===== src/rtl/counter_pkg.sv =====
// Shared definitions for the counter family: channel mode encoding and max-count helper.
package counter_pkg;

    typedef enum logic {
        MODE_WRAP = 1'b0,
        MODE_SAT  = 1'b1
    } mode_e;

    function automatic longint unsigned cnt_max(input int unsigned width);
        return (64'd1 << width) - 64'd1;
    endfunction

endpackage


===== src/rtl/counter_cell.sv =====
// One counter channel: count and sticky overflow registers with clr > load > inc priority.
module counter_cell
    import counter_pkg::*;
#(
    parameter int WIDTH = 16
) (
    input  logic             clk,
    input  logic             reset,
    input  logic             inc,
    input  logic             clr,
    input  logic             load,
    input  logic [WIDTH-1:0] load_val,
    input  mode_e            mode,
    input  logic             ovf_ack,
    output logic [WIDTH-1:0] cnt,
    output logic             ovf
);

    localparam logic [WIDTH-1:0] MAX = WIDTH'(cnt_max(WIDTH));

    logic [WIDTH:0] sum;
    logic           at_max;
    logic           ovf_event;

    // Carry out of the widened increment doubles as the max-detect.
    assign sum       = {1'b0, cnt} + {{WIDTH{1'b0}}, 1'b1};
    assign at_max    = sum[WIDTH];
    assign ovf_event = !load && inc && at_max;

    always_ff @(posedge clk) begin
        if (reset || clr) begin
            cnt <= '0;
            ovf <= 1'b0;
        end else begin
            if (load)
                cnt <= load_val;
            else if (inc && !at_max)
                cnt <= sum[WIDTH-1:0];
            else if (inc)
                cnt <= (mode == MODE_SAT) ? MAX : '0;
            // A same-cycle overflow event beats the acknowledge.
            ovf <= ovf_event || (ovf && !ovf_ack);
        end
    end

endmodule


===== src/rtl/counter_bank.sv =====
// NCH independent event counters with sticky overflow flags and a coherent snapshot.
module counter_bank
    import counter_pkg::*;
#(
    parameter int WIDTH = 16,
    parameter int NCH   = 4
) (
    input  logic                 clk,
    input  logic                 reset,
    input  logic [NCH-1:0]       inc,
    input  logic [NCH-1:0]       clr,
    input  logic [NCH-1:0]       load,
    input  logic [NCH*WIDTH-1:0] load_val,
    input  logic [NCH-1:0]       sat_mode,
    input  logic [NCH-1:0]       ovf_ack,
    input  logic                 snap,
    output logic [NCH*WIDTH-1:0] cnt,
    output logic [NCH-1:0]       ovf,
    output logic                 any_ovf,
    output logic [NCH*WIDTH-1:0] snap_cnt,
    output logic                 snap_valid
);

    genvar i;
    generate
        for (i = 0; i < NCH; i++) begin : g_ch
            counter_cell #(.WIDTH(WIDTH)) u_cell (
                .clk      (clk),
                .reset    (reset),
                .inc      (inc[i]),
                .clr      (clr[i]),
                .load     (load[i]),
                .load_val (load_val[i*WIDTH +: WIDTH]),
                .mode     (mode_e'(sat_mode[i])),
                .ovf_ack  (ovf_ack[i]),
                .cnt      (cnt[i*WIDTH +: WIDTH]),
                .ovf      (ovf[i])
            );
        end
    endgenerate

    assign any_ovf = |ovf;

    // Capturing the registered counts gives the pre-update value of every channel at once.
    always_ff @(posedge clk) begin
        if (reset) begin
            snap_cnt   <= '0;
            snap_valid <= 1'b0;
        end else begin
            snap_valid <= snap;
            if (snap)
                snap_cnt <= cnt;
        end
    end

endmodule

===== config.mk =====
export PLATFORM = sky130hd
export DESIGN_NAME = counter_bank
export DESIGN_NICKNAME = d
export VERILOG_FILES = /design/src/rtl/counter_pkg.sv /design/src/rtl/counter_cell.sv /design/src/rtl/counter_bank.sv
export SDC_FILE = /design/constraint.sdc
export NUM_CORES = 1
export LEC_CHECK = 0
export BUFFER_PORTS_ARGS = -buffer_cell sky130_fd_sc_hd__buf_2
export CAP_MARGIN = 30
export CORE_UTILIZATION = 30
export DETAILED_ROUTE_END_ITERATION = 10
export GPL_ROUTABILITY_DRIVEN = 0
export MAX_ROUTING_LAYER = met4
export SYNTH_ARGS = -nofsm -noshare
export SYNTH_HDL_FRONTEND = slang
export SYNTH_SLANG_ARGS = --single-unit

===== constraint.sdc =====
create_clock -name clk -period 4.71 [get_ports clk]
set_input_delay 1.1775 -clock clk [delete_from_list [all_inputs] [get_ports clk]]
set_output_delay 1.1775 -clock clk [all_outputs]
set_load 0.01 [all_outputs]

# After elaboration in Yosys (flattened, before gate mapping)
# Cells that the tools add are included.
word_totals:
  out_inout_bits: 134
  input_bits: 87
  regBits: 133
  wordCells: 71
classes:
  mux: 16
  reduce_logical: 41
  add_sub_neg: 4
ops:
  columns: ["operator", "count"]
  rows:
  - ["16-bit two-way mux", 16]
  - ["16-bit by 1-bit adder with 17-bit output (second input constant)", 4]
  - ["1-bit logical AND", 16]
  - ["1-bit zero test", 12]
  - ["3-bit nonzero test", 4]
  - ["1-bit logical OR", 8]
  - ["4-bit OR reduction", 1]

# Longest topological paths before layout
# Gate-level depths: netlist of the first run.
depth:
  word_depth: 5
  depth_mapped: 8
  ltp_nobuf: 6

# Hierarchy
# A second synthesis of the first run with hierarchy kept.
hier_totals:
  cells_unflattened: 817
  area_unflattened_um2: 7283.2
modules_own_cells:
  columns: ["module", "n_inst", "area_each_um2", "seq_area_each_um2", "cells_per_inst"]
  rows:
  - ["counter_cell", 4, 1241.2, 340.3, 152]
  - ["counter_bank", 1, 2318.5, 1301.2, 209]

# Worst setup path after synthesis of the first run
# No wires, ideal clock.
synth_path:
  path_kind: "in2reg"
  startpoint: "in inc[3]"
  endpoint: "reg g_ch[3].u_cell.cnt[11]"
  setup_ns: 0.070
  arrival_time_ns: 2.358
  n_path_buf: 2
  path_stages: 7
  setup_slack_ns: 2.281
  t_required_ns: 4.640
  cell_sequence: "clkbuf_1 > inv_1 > nor2_1 > o31a_1 > clkbuf_1 > o21ai_0 > a21oi_1"
synth_via:
  elab_chain_cells: 3
  elab_cells_between_ends: 4
  cone_classes: "2 x mux; 2 x reduce/logical"
synth_rtl:
  columns: ["item", "line_no", "source"]
  rows:
  - ["start: declaration", "counter_bank.sv:10", "input logic [NCH-1:0] inc,"]
  - ["1-bit logical AND", "counter_cell.sv:37", "else if (inc && !at_max)"]
  - ["16-bit two-way mux", "counter_cell.sv:37", null]
  - ["16-bit two-way mux", "counter_cell.sv:35", "if (load)"]
  - ["end signal: assignment", "counter_cell.sv:36", "cnt <= load_val;"]
  - ["end signal: assignment", "counter_cell.sv:38", "cnt <= sum[WIDTH-1:0];"]
  - ["end signal: assignment", "counter_cell.sv:40", "cnt <= (mode == MODE_SAT) ? MAX : '0;"]
  - ["end: declaration", "counter_cell.sv:15", "output logic [WIDTH-1:0] cnt,"]
# Several ways; a longest one is shown, not always the timed one.
# A chain may end at the register's enable or synchronous reset.

# Final worst setup path of the first run
layout_path:
  startpoint: "reg g_ch[1].u_cell.ovf"
  endpoint: "out any_ovf"
layout_via:
  elab_chain_cells: 1
layout_rtl:
  columns: ["item", "line_no", "source"]
  rows:
  - ["start: declaration", "counter_cell.sv:16", "output logic ovf"]
  - ["start signal: assignment", "counter_cell.sv:42", "ovf <= ovf_event || (ovf && !ovf_ack);"]
  - ["4-bit OR reduction", "counter_bank.sv:42", "assign any_ovf = |ovf;"]
  - ["end: declaration", "counter_bank.sv:19", "output logic any_ovf,"]
# Every way passes these cells.

==> impl_metrics.json, run 1 <==
{
  "status": "finished with violations",
  "violations": "DRC",
  "cts_setup_buffers": 0,
  "rsz0062_at_grt": "no",
  "async_reset_ff_frac": 0,
  "place_area_um2": 8055,
  "first_pass_iters": 8,
  "hp-class": "flop to flop",
  "layout.nets": 1087,
  "grt_pass1_wl_mm": 33.31,
  "synth.cells.most_frequent": "dfxtp_1 (133), a21oi_1 (105), nor2_1 (103)",
  "clk_path_buf_depth": 2,
  "grt_max_degree": 44,
  "crit_fanout": 3,
  "maxCapViolations": 0,
  "worst-r2r-setup-slack_ns": 2.22,
  "postCtsHoldBufs": 0,
  "overflow": 0,
  "yosysTopAreaCellShare": 0.3902,
  "ys_warn_count": 0,
  "clock_skew_ns": 0.009429,
  "drt-total-wl_mm": 20.50,
  "syn_area_per_cell_um2": 8.361,
  "cts.sink_count": 133,
  "initial_utilization": 0.3088,
  "ios": 221,
  "grt_util_all_layers": 0.1821,
  "clkTransAtPathRegs_ns": 0.06,
  "worstSetupStartpointType": "flop",
  "mappedNetlistArea_um2": 6823,
  "cts-root-buf": "clkbuf_16",
  "worst_ep_required_time_ns": 3.53,
  "yosysMostFrequentCell": "dfxtp_1",
  "worstHoldStart": "snap_cnt[8]",
  "antenna_found_initial": 0,
  "ant_nets": 0,
  "core-area_um2": 22090,
  "drive_above_1_share": 0.2725,
  "syn_inst": 816,
  "vdd_drop_max_mv": 0.1674,
  "yosysUniqueCellTypes": 54,
  "cts_inserted_buffers": 17,
  "setup_viol": 0,
  "worst_slew_pin_slew_ns": 0.6222,
  "ys_ff_latch": 133,
  "fin_util": 0.3909,
  "first_iter_violations": 315,
  "power_leakage_nw": 3.775,
  "reg2reg_from": "g_ch[2].u_cell.cnt[0]",
  "portBuffers": 220,
  "dieWidth_um": 152.8,
  "n_antenna_cell": 0,
  "fin_crit_ns": 2.638,
  "clock.fmax_mhz": 379.1,
  "vias_per_cell": 5.111,
  "wl_per_cell_um": 15.90,
  "arrival_ns": 1.46,
  "holdPathEnd": "snap_cnt[8]",
  "drc_errors": 14,
  "dp_cells": 1257,
  "grt_pass1_vias": 6254,
  "synth_edf_count": 0,
  "rows": 54,
  "htree_levels": 4,
  "yosys.area.top_type": "dfxtp_1",
  "hold_depth": 2,
  "ys.flop_type": "dfxtp_1",
  "rr_worst_depth": 6,
  "cts_tree": "done",
  "slew_headroom": 0.5852,
  "final_area_um2": 8637,
  "critPathKind": "flop to output port",
  "end_kind": "output port",
  "post_cts_resized": 0,
  "fin_tns_setup_ns": 0,
  "vias": 6588,
  "insertion_delay_ns": 0.42,
  "finalHoldViolations": 0,
  "min_period_over_period": 0.5601,
  "syn-num-nets": 907,
  "fp.dieArea_um2": 23350,
  "r2r_end": "g_ch[2].u_cell.cnt[12]",
  "die_y_um": 152.8,
  "synth.area.top_cells": "dfxtp_1 (39%), mux2i_1 (10%), a21oi_1 (7.7%)",
  "synth.yosys.seq_area_share": 0.3902,
  "finalNonFillerCells": 1289,
  "drv_slew": 0,
  "p_per_area_nw_per_um2": 329.3,
  "hpwl_mm": 14.33,
  "area_growth_pct": 26.59
}
-- stage by stage --
stage | hold slack (ns) | worst slack (ns) | power [mW]
final | 0.4869 | 2.072 | 2.844
after global routing | 0.5152 | 1.992 | 2.968
after CTS | 0.4916 | 2.019 | 2.880
after detailed placement | 0.4766 | 1.811 | 1.521
after global placement | 0.4683 | 1.591 | 1.515
after floorplan | 0.4725 | 2.281 | 1.401
-- how the worst max path moves through the flow --
| stage | from | to | slack [ns] | depth (start not counted) |
|---|---|---|---|---|
| final | g_ch[1].u_cell.ovf | any_ovf | 2.07 | 2 |
| after global routing | g_ch[1].u_cell.ovf | any_ovf | 1.99 | 2 |
| after floorplan | inc[3] | g_ch[3].u_cell.cnt[11] | 2.28 | 7 |
| after CTS | g_ch[1].u_cell.ovf | any_ovf | 2.02 | 2 |
| after global placement | inc[0] | g_ch[0].u_cell.cnt[2] | 1.59 | 5 |
| after detailed placement | inc[0] | g_ch[0].u_cell.cnt[10] | 1.81 | 6 |
-- final cells by class --
type	instances	area (um^2)
Sequential cell	133	2663
Clock inverter	14	152.6
Clock buffer	18	429.2
Inverter	16	60.06
Timing Repair Buffer	225	1159
Multi-Input combinational cell	603	3824
Fill cell	2298	13460
Tap cell	280	350.3
-- cells by family (layout without fill, tap and decap cells) --
kind of cell | count (synthesis) | count (layout) | synth area share
flops | 133 | 133 | 0.3902
buf+inv | 80 | 273 | 0.04933
compound gates | 193 | 193 | 0.1638
simple gates | 295 | 295 | 0.2331
mux | 70 | 70 | 0.1036
xor+xnor | 41 | 41 | 0.05263
fa+ha+maj | 4 | 4 | 0.007336
-- per-layer routing --
metal / routed length [um] / track usage / vias up / share of wire
met5: 0 / - / - / 0
li1: - / - / 3285 / -
met4: 206 / 0.05195 / 0 / 0.010
met1: 9675 / 0.2396 / 3067 / 0.47
met2: 9473 / 0.2857 / 218 / 0.46
met3: 1146 / 0.03100 / 18 / 0.056
-- sequential cells by signal (all words and copies together) (netlist names) --
signal	flops
g_ch.u_cell.cnt	64
snap_valid	1
snap_cnt	64
g_ch.u_cell.ovf	4
-- worst max-delay path: stages (launching register included) --
cell	delay, ns
dfxtp_1	0.38
or4_1	0.51
buf_2	0.16
-- layout by cell type (no fill, tap or decap), drive strengths merged, types with 22 or more instances in the layout --
cell / count
xor2: 24
a21oi: 105
dfxtp: 133
nand2: 26
nand4: 22
mux2i: 68
nor2: 103
nor3b: 45
nor3: 25
nand3: 23
buf: 225
o21ai: 45
-- where the power goes --
| part | total (mW) | internal, mW | switching, mW |
|---|---|---|---|
| logic | 0.283 | 0.122 | 0.161 |
| clock network | 1.35 | 0.786 | 0.563 |
| registers | 1.21 | 1.16 | 0.0520 |
No activity file was read; power rests on OpenSTA's default activity.
==> run 2: changes to the inputs <==
clock period = 2.16 ns   (was 4.71 ns; I/O delays follow)
==> run 2 against run 1 <==
  * The run still ends with DRC left
  * Clock-buffer cell count rose by 1
  * Worst setup slack got worse by 1.9 ns
  * Core utilization rose by 2.5 points
  * Clock skew rose by 0.0026 ns
  * Sequential share of layout area fell by 1.8 points
  * Power rose by 130%
  * First-iteration DRC count rose by 7.3%
  * Die area did not move
  * Largest cell class unchanged
  * Largest power group unchanged
  * Highest routed layer unchanged
==> impl_metrics.json, run 2 (synthesis results as in run 1) <==
{
  "status": "finished with violations",
  "violations": "DRC",
  "vias_per_cell": 5.055,
  "fin_util": 0.4158,
  "area_growth_pct": 34.64,
  "final_common_cell": "buf_2",
  "core-area_um2": 22090,
  "post_cts_resized": 0,
  "fin_crit_ns": 2.031,
  "ant_nets": 0,
  "vdd_drop_max_mv": 0.4321,
  "fill_cells": 2250,
  "clock.fmax_mhz": 492.3,
  "rsz0062_at_grt": "no",
  "worst_slew_pin_slew_ns": 0.4814,
  "wl_per_cell_um": 15.92,
  "portBuffers": 220,
  "worstHoldStart": "load_val[24]",
  "hp-class": "input port to flop",
  "drive_above_1_share": 0.3197,
  "p_per_area_nw_per_um2": 701.3,
  "maxCapViolations": 0,
  "setup_viol": 0,
  "finalHoldViolations": 0,
  "pre_cts_ws_ns": 0.1375,
  "postCtsHoldBufs": 0,
  "drc_errors": 13,
  "holdPathEnd": "g_ch[1].u_cell.cnt[8]",
  "htree_levels": 4,
  "end_kind": "flop",
  "overflow": 0,
  "hpwl_mm": 15.83,
  "grt_pass1_wl_mm": 35.19,
  "drv_slew": 0,
  "power_mw": 6.442,
  "power_leakage_nw": 4.145,
  "cts_inserted_buffers": 17,
  "layout.nets": 1155,
  "rows": 54,
  "worstSetupStartpointType": "flop",
  "reg2reg_from": "g_ch[1].u_cell.cnt[1]",
  "drt-total-wl_mm": 21.59,
  "fin_tns_setup_ns": 0,
  "critPathKind": "flop to flop",
  "insertion_delay_ns": 0.42,
  "crit_fanout": 7,
  "r2r_end": "g_ch[1].u_cell.cnt[6]",
  "first_pass_iters": 9,
  "clkTransAtPathRegs_ns": 0.06,
  "grt_pass1_vias": 6602,
  "final_cell_mix": "buf_2 (219), dfxtp_1 (131), a21oi_1 (105)",
  "worst_ep_required_time_ns": 2.47,
  "first_iter_violations": 338,
  "worst-r2r-setup-slack_ns": 0.13,
  "cts_setup_buffers": 0,
  "ios": 221,
  "die_y_um": 152.8,
  "cts-root-buf": "clkbuf_16",
  "worstPathCellList": "ha_1, nand3_1, or4_4, o21a_1, buf_4, a221oi_2, nor2_1",
  "vias": 6855,
  "clock_skew_ns": 0.01200,
  "cpMaxStageDelayCell": "or4_4",
  "initial_utilization": 0.3088,
  "cts_tree": "done",
  "antenna_found_initial": 0,
  "grt_max_degree": 66,
  "dieWidth_um": 152.8,
  "slowest_delay_ns": 0.57,
  "n_antenna_cell": 0,
  "fp.dieArea_um2": 23350,
  "min_period_over_period": 0.9403,
  "arrival_ns": 2.34,
  "rr_worst_depth": 7,
  "largestRegisters": "g_ch.u_cell.cnt (64), snap_cnt (64), g_ch.u_cell.ovf (4)",
  "clk_path_buf_depth": 2,
  "cts.sink_count": 133,
  "fin_ws_ns": 0.1289,
  "slew_headroom": 0.6790,
  "grt_util_all_layers": 0.1930,
  "hold_depth": 3
}
## run 2: area by class of cell
cell class              count  area (um^2)  share of cell area
clock buffers              19        442.9             0.04822
clock inverters            12        180.2             0.01961
inverters                  16        60.06            0.006538
multi-input cells         603         3824              0.4162
flip-flops and latches    133         2665              0.2901
well taps                 280        350.3             0.03814
repair buffers            293         1664              0.1811
## run 2: worst max-delay path by stage
stage	startpoint	end	slack, ns	depth (start not counted)
global route	g_ch[3].u_cell.cnt[1]	g_ch[3].u_cell.cnt[14]	0.01	6
finish	g_ch[1].u_cell.cnt[1]	g_ch[1].u_cell.cnt[6]	0.13	7
detailed placement	g_ch[1].u_cell.cnt[1]	g_ch[1].u_cell.cnt[6]	0.14	7
global placement	g_ch[1].u_cell.cnt[1]	g_ch[1].u_cell.cnt[6]	0.15	7
floorplan	g_ch[1].u_cell.cnt[0]	g_ch[1].u_cell.cnt[1]	0.03	7
CTS	g_ch[1].u_cell.cnt[1]	g_ch[1].u_cell.cnt[6]	0.13	7
## run 2: power by group
| group | total [mW] | switching, mW | internal (mW) | leakage (nW) |
|---|---|---|---|---|
| clock | 3.11 | 1.15 | 1.96 | 0.299 |
| sequential | 2.59 | 0.0618 | 2.53 | 1.08 |
| combinational | 0.741 | 0.421 | 0.320 | 2.76 |
## run 2: per-stage QoR
stage | instances | instance area (um^2) | hold WS, ns
after floorplan | 816 | 6825 | 0.4725
after global placement | 1325 | 8563 | 0.4681
after detailed placement | 1325 | 8563 | 0.4744
after CTS | 1356 | 9186 | 0.3479
after global routing | 1356 | 9186 | 0.3691
final | 1356 | 9186 | 0.3734
## run 2: routing by layer
metal | track usage | part of all wire
met4 | 0.06494 | 0.016
met2 | 0.3010 | 0.45
met1 | 0.2514 | 0.48
met3 | 0.03328 | 0.054
met5 | - | 0
## run 2: critical path, delay by kind of cell, from the launching register on
family | cells | cell delay, ns
simple gates | 3 | 0.74
fa+ha+maj | 1 | 0.21
flops | 1 | 0.38
compound gates | 2 | 0.43
buf+inv | 1 | 0.17
